--- src/rtl/axis_rr_arbiter_if.sv ---
// Stream bundle between N byte sources, the round-robin merger and the shared FIFO input.
// With AXIS_ARB_LAST_EN defined the bundle also carries per-port ilast and the merged olast.
// The slave modport is the arbiter's view of the bundle; the master modport is its environment's view.
interface axis_rr_arbiter_if #(
    parameter int DATA_WIDTH = 8,
    parameter int SEL_WIDTH  = 2
);
    localparam int PORTS = 1 << SEL_WIDTH;

    logic [PORTS*DATA_WIDTH-1:0] idata;
    logic [PORTS-1:0]            ivalid;
    logic [PORTS-1:0]            iready;
    logic [DATA_WIDTH-1:0]       odata;
    logic                        ovalid;
    logic                        oready;
    logic [SEL_WIDTH-1:0]        osel;
`ifdef AXIS_ARB_LAST_EN
    logic [PORTS-1:0]            ilast;
    logic                        olast;

    modport slave (
        input  idata, ivalid, ilast, oready,
        output iready, odata, ovalid, osel, olast
    );

    modport master (
        output idata, ivalid, ilast, oready,
        input  iready, odata, ovalid, osel, olast
    );
`else
    modport slave (
        input  idata, ivalid, oready,
        output iready, odata, ovalid, osel
    );

    modport master (
        output idata, ivalid, oready,
        input  iready, odata, ovalid, osel
    );
`endif
endinterface

--- src/rtl/axis_rr_arbiter.sv ---
// Round-robin merge of 2**SEL_WIDTH byte streams into one registered stream; AXIS_ARB_LAST_EN adds packet locking.
// Latency: a beat accepted in cycle n is on odata/ovalid in cycle n+1, one beat per cycle sustained.
// Backpressure: a held output beat (ovalid && !oready) freezes every register and drops all iready.
module axis_rr_arbiter #(
    parameter int DATA_WIDTH = 8,
    parameter int SEL_WIDTH  = 2
) (
    input  logic             clock,
    input  logic             resetn,
    axis_rr_arbiter_if.slave bus
);
    localparam int PORTS = 1 << SEL_WIDTH;

    logic                  load;
    logic                  accept;
    logic                  gnt_any;
    logic [SEL_WIDTH-1:0]  gnt_sel;
    logic [SEL_WIDTH-1:0]  scan_idx;
    logic [PORTS-1:0]      iready_d;

    logic [DATA_WIDTH-1:0] odata_q,  odata_d;
    logic                  ovalid_q, ovalid_d;
    logic [SEL_WIDTH-1:0]  osel_q,   osel_d;
    logic [SEL_WIDTH-1:0]  ptr_q,    ptr_d;
`ifdef AXIS_ARB_LAST_EN
    logic                  olast_q,  olast_d;
    logic                  lock_q,   lock_d;
    logic [SEL_WIDTH-1:0]  lock_sel_q, lock_sel_d;
`endif

    assign load   = !ovalid_q || bus.oready;
    assign accept = load && gnt_any;

    // Scan from the farthest offset down so the port nearest ptr is the last (winning) assignment.
    always_comb begin
        gnt_any  = 1'b0;
        gnt_sel  = ptr_q;
        scan_idx = ptr_q;
        for (int k = PORTS - 1; k >= 0; k--) begin
            scan_idx = ptr_q + SEL_WIDTH'(k);
            if (bus.ivalid[scan_idx]) begin
                gnt_any = 1'b1;
                gnt_sel = scan_idx;
            end
        end
`ifdef AXIS_ARB_LAST_EN
        if (lock_q) begin
            gnt_sel = lock_sel_q;
            gnt_any = bus.ivalid[lock_sel_q];
        end
`endif
    end

    always_comb begin
        iready_d = '0;
        if (accept) begin
            iready_d[gnt_sel] = 1'b1;
        end
    end

    assign bus.iready = iready_d;

    always_comb begin
        odata_d  = odata_q;
        ovalid_d = ovalid_q;
        osel_d   = osel_q;
        ptr_d    = ptr_q;
`ifdef AXIS_ARB_LAST_EN
        olast_d    = olast_q;
        lock_d     = lock_q;
        lock_sel_d = lock_sel_q;
`endif
        if (load) begin
            ovalid_d = gnt_any;
            if (gnt_any) begin
                odata_d = bus.idata[int'(gnt_sel)*DATA_WIDTH +: DATA_WIDTH];
                osel_d  = gnt_sel;
`ifdef AXIS_ARB_LAST_EN
                olast_d = bus.ilast[gnt_sel];
                // The pointer only moves once a whole packet has gone through.
                if (bus.ilast[gnt_sel]) begin
                    lock_d = 1'b0;
                    ptr_d  = gnt_sel + SEL_WIDTH'(1);
                end else begin
                    lock_d     = 1'b1;
                    lock_sel_d = gnt_sel;
                end
`else
                ptr_d   = gnt_sel + SEL_WIDTH'(1);
`endif
            end
        end
    end

    always_ff @(posedge clock or negedge resetn) begin
        if (!resetn) begin
            odata_q  <= '0;
            ovalid_q <= 1'b0;
            osel_q   <= '0;
            ptr_q    <= '0;
`ifdef AXIS_ARB_LAST_EN
            olast_q    <= 1'b0;
            lock_q     <= 1'b0;
            lock_sel_q <= '0;
`endif
        end else begin
            odata_q  <= odata_d;
            ovalid_q <= ovalid_d;
            osel_q   <= osel_d;
            ptr_q    <= ptr_d;
`ifdef AXIS_ARB_LAST_EN
            olast_q    <= olast_d;
            lock_q     <= lock_d;
            lock_sel_q <= lock_sel_d;
`endif
        end
    end

    assign bus.odata  = odata_q;
    assign bus.ovalid = ovalid_q;
    assign bus.osel   = osel_q;
`ifdef AXIS_ARB_LAST_EN
    assign bus.olast  = olast_q;
`endif

endmodule

--- src/flat_wrapper.sv ---
// flat-port wrapper written by rule: the top's interface ports become plain ports
module axis_rr_arbiter_flat 
#(
    parameter int DATA_WIDTH = 8,
    parameter int SEL_WIDTH  = 2
)
  (clock, resetn, bus_idata, bus_ivalid, bus_oready, bus_iready, bus_odata, bus_ovalid, bus_osel);
  axis_rr_arbiter_if #(.DATA_WIDTH(DATA_WIDTH), .SEL_WIDTH(SEL_WIDTH)) bus_i ();
  input  logic clock;
  input  logic resetn;
  input wire logic [$bits(bus_i.idata)-1:0] bus_idata;
  input wire logic [$bits(bus_i.ivalid)-1:0] bus_ivalid;
  input wire logic [$bits(bus_i.oready)-1:0] bus_oready;
  output wire logic [$bits(bus_i.iready)-1:0] bus_iready;
  output wire logic [$bits(bus_i.odata)-1:0] bus_odata;
  output wire logic [$bits(bus_i.ovalid)-1:0] bus_ovalid;
  output wire logic [$bits(bus_i.osel)-1:0] bus_osel;
  assign bus_i.idata = bus_idata;
  assign bus_i.ivalid = bus_ivalid;
  assign bus_i.oready = bus_oready;
  assign bus_iready = bus_i.iready;
  assign bus_odata = bus_i.odata;
  assign bus_ovalid = bus_i.ovalid;
  assign bus_osel = bus_i.osel;
  axis_rr_arbiter #(.DATA_WIDTH(DATA_WIDTH), .SEL_WIDTH(SEL_WIDTH)) u_core (.clock(clock), .resetn(resetn), .bus(bus_i));
endmodule
--- config.mk ---
export PLATFORM = sky130hd
export DESIGN_NAME = axis_rr_arbiter_flat
export DESIGN_NICKNAME = d
export VERILOG_FILES = /design/src/rtl/axis_rr_arbiter_if.sv /design/src/rtl/axis_rr_arbiter.sv /design/src/flat_wrapper.sv
export SDC_FILE = /design/constraint.sdc
export NUM_CORES = 1
export LEC_CHECK = 0
export CAP_MARGIN = 10
export CORE_UTILIZATION = 30
export CTS_CLUSTER_DIAMETER = 30
export DETAILED_ROUTE_END_ITERATION = 6
export PLACE_DENSITY = 0.69
export SLEW_MARGIN = 20
export SYNTH_ARGS = -nofsm -noshare
export SYNTH_HDL_FRONTEND = slang
export SYNTH_SLANG_ARGS = --single-unit
--- constraint.sdc ---
create_clock -name clock -period 4 [get_ports clock]
set_input_delay 0.8 -clock clock [delete_from_list [all_inputs] [get_ports clock]]
set_output_delay 0.8 -clock clock [all_outputs]
set_load 0.1 [all_outputs]
* Yosys cells after proc, flatten, opt, wreduce, memory -nomap -nowiden
Cells that the tools add are included. Widths: inputs -> output; s select.
Operators by class: equal/unequal tests 0, reduce and logical (&&, ||, !) cells 5, muxes and demuxes 19, bitwise logic cells 0, $lt $le $gt $ge 6, multipliers 0, divide/modulo/power cells 0, add/subtract/negate cells 4, shifts and indexed selects 1
Operators by type and width (number):
- $shiftx 32x6->8 | 1
- $lt 2x3->1 const B | 5
- $mux 1 | 9
- $bmux 1 s2 | 4
- $mux 2 | 4
- $add 2x1->2 const B | 2
- $add 2x2->2 const B | 2
- $mux 4 | 1
- $demux 1 s2 | 1
- $ge 2x1->1 const B | 1
- $logic_and 1x1->1 | 2
- $reduce_and 2->1 | 1
- $logic_not 1->1 | 1
- $logic_or 1x1->1 | 1
Word-level totals: input port bits 39, logic and storage cells 39, memories 0, bits in latches 0, output and inout port bits 15, memory bits (writable) 0, ROM bits 0, flip-flop bits (word level) 13

* Logic depth before layout (Yosys ltp)
depth after elaboration 12, gate-level depth with buffers 7, depth with buffers taken out 5

* Worst setup path after synthesis
No wires, ideal clock.
path type input to output, from input bus_ivalid[3], to output bus_iready[0], path buffers 0, stages 4, data arrival time 3.575 ns, slack -0.375 ns, required time 3.200 ns, cells stage by stage or2_2 > a21oi_4 > nor3_1 > nor3_1
On the way: word-level cells in the longest chain between the ends 11, elaborated cells between the ends (all ways) 23, classes of those cells order compare (2); mux (19); reduce/logical (2)
RTL lines:
- from (decl) | line flat_wrapper.sv:12 | input wire logic [$bits(bus_i.ivalid)-1:0] bus_ivalid;
- $bmux 1 s2 | line axis_rr_arbiter.sv:41 | if (bus.ivalid[scan_idx]) begin
- $mux 1 (implied by the code) | line axis_rr_arbiter.sv:41
- $mux 2 (4 in a row) | line axis_rr_arbiter.sv:41
- $lt 2x3->1 (implied by the code) or $ge 2x1->1 (tied branches) | line axis_rr_arbiter.sv:57 | iready_d[gnt_sel] = 1'b1;
- $logic_and 1x1->1 (implied by the code) | line axis_rr_arbiter.sv:57
- $mux 1 (implied by the code) | line axis_rr_arbiter.sv:57
- $demux 1 s2
- $mux 4 (*) | line axis_rr_arbiter.sv:56 | if (accept) begin
- to (decl) | line flat_wrapper.sv:14 | output wire logic [$bits(bus_i.iready)-1:0] bus_iready;
Mark *: on every way between the ends. The rest lies on a longest branch, timed or not. The select of a mux whose other input is x is not followed.

* Worst setup path after layout
from input bus_ivalid[3], to output bus_iready[1]
Same word-level chain as after synthesis.

==> results.toml <==
[sta]
maxSlewHeadroom_pct = 35.0
clock_skew_ns = 0.00296
setup_viol = 0
rsz0062_at_grt = "false"
drv_slew = 0
fin_crit_sh_pct = 89.4
worstMarginPinSlew_ns = 0.973
period_minus_slack_ns = 3.58
setup_tns_ns = 0
hold_violations = 0
fmax_mhz = 280

[logic_synthesis]
synthCells = 97
syn_area_um2 = 930
synth_cell_types = 33
seq_area_frac_synth_pct = 35.0
synth_nets = 136
ys_warn_count = 0
postSynthAreaPerCell_um2 = 9.58
ys.flop_type = "dfrtp_1"
async_reset_ff_share_pct = 100
synth_edf_count = 0
ys_seq_elements = 13

[drt]
finalWirelength_um = 2850
detail_route.first_pass.iterations = 6
drtIter0Drc = 21
via_per_inst = 5.29
vias = 968
wl_per_cell_um = 15.6
drcViolationCount = 6
postRouteAntennaNets = 0

[floorplan]
ios = 54
rows = 19
start_util_pct = 32.6
fp.coreArea_mm2 = 0.00285
die_area_mm2 = 0.00333
die_w_um = 57.7
die_h_um = 57.7

[final_layout]
syn2layout_area_growth_pct = 67.3
layout_commonest_cell = "clkdlybuf4s50_1"
drive_gt1_share_pct = 13.8
num-fill-cells = 276
nNetsFinal = 192
multi_input_area_um2 = 552
antenna_cells = 0
final_cell_mix = "clkdlybuf4s50_1, dfrtp_1, nor2_1"
finalInstanceArea_mm2 = 0.00156
regArea_um2 = 325

[power_and_ir_drop]
p_clk_share_pct = 8.4
power_density_mw_per_mm2 = 708
swShare_pct = 58.8
p_int_w = 0.000454
power_frac_comb_pct = 71.7
seqPwrFrac_pct = 19.9
ir_worst_vdd_mv = 0.412
power_leakage_nw = 0.609
power_switching_w = 0.000647

[clock_tree]
cts_buffer_depth = 2
clockRootBuffer = "clkbuf_4"
cts-buffers-inserted = 3
postCtsSetupBuffers = 0
clk_pin_slew_ns = 0.10
cts_tree = "done"
cts_resized = 0
htreeDepth = 1
numClockSinks = 13
clock_latency_ns = 0.30
cts-hold-fix-buffers = 0

[setup_path]
r2r_cells = 6
cp-start-kind = "input pin"
reg2reg_slack_ns = 1.90
cp.arrival_ns = 2.78
critPathCaptureType = "primary output"
required_ns = 3.20
crit_end = "bus_iready[1]"
r2r-start = "u_core.ptr_q[1]"
r2r_end = "u_core.bus.odata[1]"
path_cells = "clkdlybuf4s50_1 -> nand2b_2 -> a21oi_2 -> nor3_1 -> nand2_1 -> nor2_1 -> buf_12"
cp-startpoint = "bus_ivalid[3]"
worst-setup-path-type = "in2out"
cp_max_fo = 10
slowest_delay_ns = 0.55
cpMaxStageDelayCell = "clkdlybuf4s50_1"

[placement]
numPortBuffers = 53
placed_area_mm2 = 0.00153
gp_congestion = 0.801
post-dp-hpwl_um = 2120

[status]
violations = "design-rule violations"
outcome = "finished with violations"

[global_route]
grt_pass1_vias = 984
grt_start_max_net_pins = 17
grt_pass1_wl_um = 4550
grt_use_total_pct = 18.2
grt_overflow = 0
antenna_found_initial = 0

[hold_path]
hp-class = "reg2reg"

[job]
cap_violations = 0
==> power by group through the flow <==
stage / clock network, W / registers, W / logic [W]
2_1_floorplan: 0 / 0.000536 / 0.000275
3_3_place_gp: 0 / 0.000219 / 0.000784
3_5_place_dp: 0 / 0.000221 / 0.000791
4_1_cts: 0.0000919 / 0.000219 / 0.000794
5_1_grt: 0.0000985 / 0.000227 / 0.000823
6_report: 0.0000923 / 0.000219 / 0.000790
==> state kept, by name, summed over array words and instances (netlist names) <==
register / flops
u_core.bus.odata: 8
u_core.bus.osel: 2
u_core.ptr_q: 2
u_core.bus.ovalid: 1
==> logic make-up after synthesis <==
family	Yosys count	share of synthesized area [%]
DFF	13	35.0
and+or+nand+nor	39	22.9
muxes	8	8.61
xor gates and xnor gates	1	0.942
buffers and inverters	9	6.19
AOI/OAI and AO/OA	27	26.4
==> critical path: cells and delay by family <==
family                 cells  cell delay, ns
AOI/OAI and AO/OA          1            0.13
buffers and inverters      2            0.76
and+or+nand+nor            4            1.09
==> area by class of cell <==
| cell class | count | share of cell area, % |
|---|---|---|
| clock buffers | 3 | 1.45 |
| clock inverters | 1 | 0.322 |
| inverters | 3 | 0.724 |
| multi-input cells | 75 | 35.5 |
| flip-flops and latches | 13 | 20.9 |
| well taps | 31 | 2.49 |
| repair buffers | 57 | 38.6 |
==> stage by stage <==
stage                     hold slack, ns  total power, W  setup WS (ns)  util [%]  std cells
after global routing               0.545         0.00115          0.243      54.5        183
final                              0.488         0.00110          0.425      54.5        183
after detailed placement           0.470         0.00101          0.466      53.6        179
after floorplan                    0.504        0.000811          0.192         -         97
after CTS                          0.493         0.00110          0.448      54.5        183
after global placement             0.473         0.00100          0.534      53.6        179
==> routing by layer <==
layer,track usage [%],vias to the layer above,part of all wire [%]
met5,0,-,0
met4,7.14,0,1.1
met3,4.02,3,9.6
met2,27.2,42,42
met1,25.6,445,47
li1,-,478,-
==> how the worst min path moves through the flow <==
| stage | startpoint | endpoint | slack, ns | depth (start not counted) |
|---|---|---|---|---|
| final | u_core.bus.osel[0] | u_core.bus.osel[0] | 0.49 | 2 |
| after global routing | u_core.bus.osel[1] | u_core.bus.osel[1] | 0.54 | 2 |
| after CTS | u_core.bus.osel[0] | u_core.bus.osel[0] | 0.49 | 2 |
| after detailed placement | u_core.bus.osel[0] | u_core.bus.osel[0] | 0.47 | 2 |
| after global placement | u_core.bus.osel[1] | u_core.bus.osel[1] | 0.47 | 2 |
| after floorplan | resetn | u_core.bus.odata[0] | 0.50 | 0 |
==> cells in the mapped netlist (2+ instances only) <==
library cell / instances / area, um^2
inv_1: 3 / 11.3
a21oi_1: 2 / 10.0
nor2_1: 11 / 41.3
nor4b_1: 8 / 70.1
dfrtp_1: 13 / 325
mux2i_1: 8 / 80.1
a2111oi_0: 7 / 61.3
clkbuf_1: 3 / 11.3
nor3_1: 3 / 15.0
a211oi_1: 7 / 52.6
nand2_1: 10 / 37.5
(Power assumes the default switching activity.)
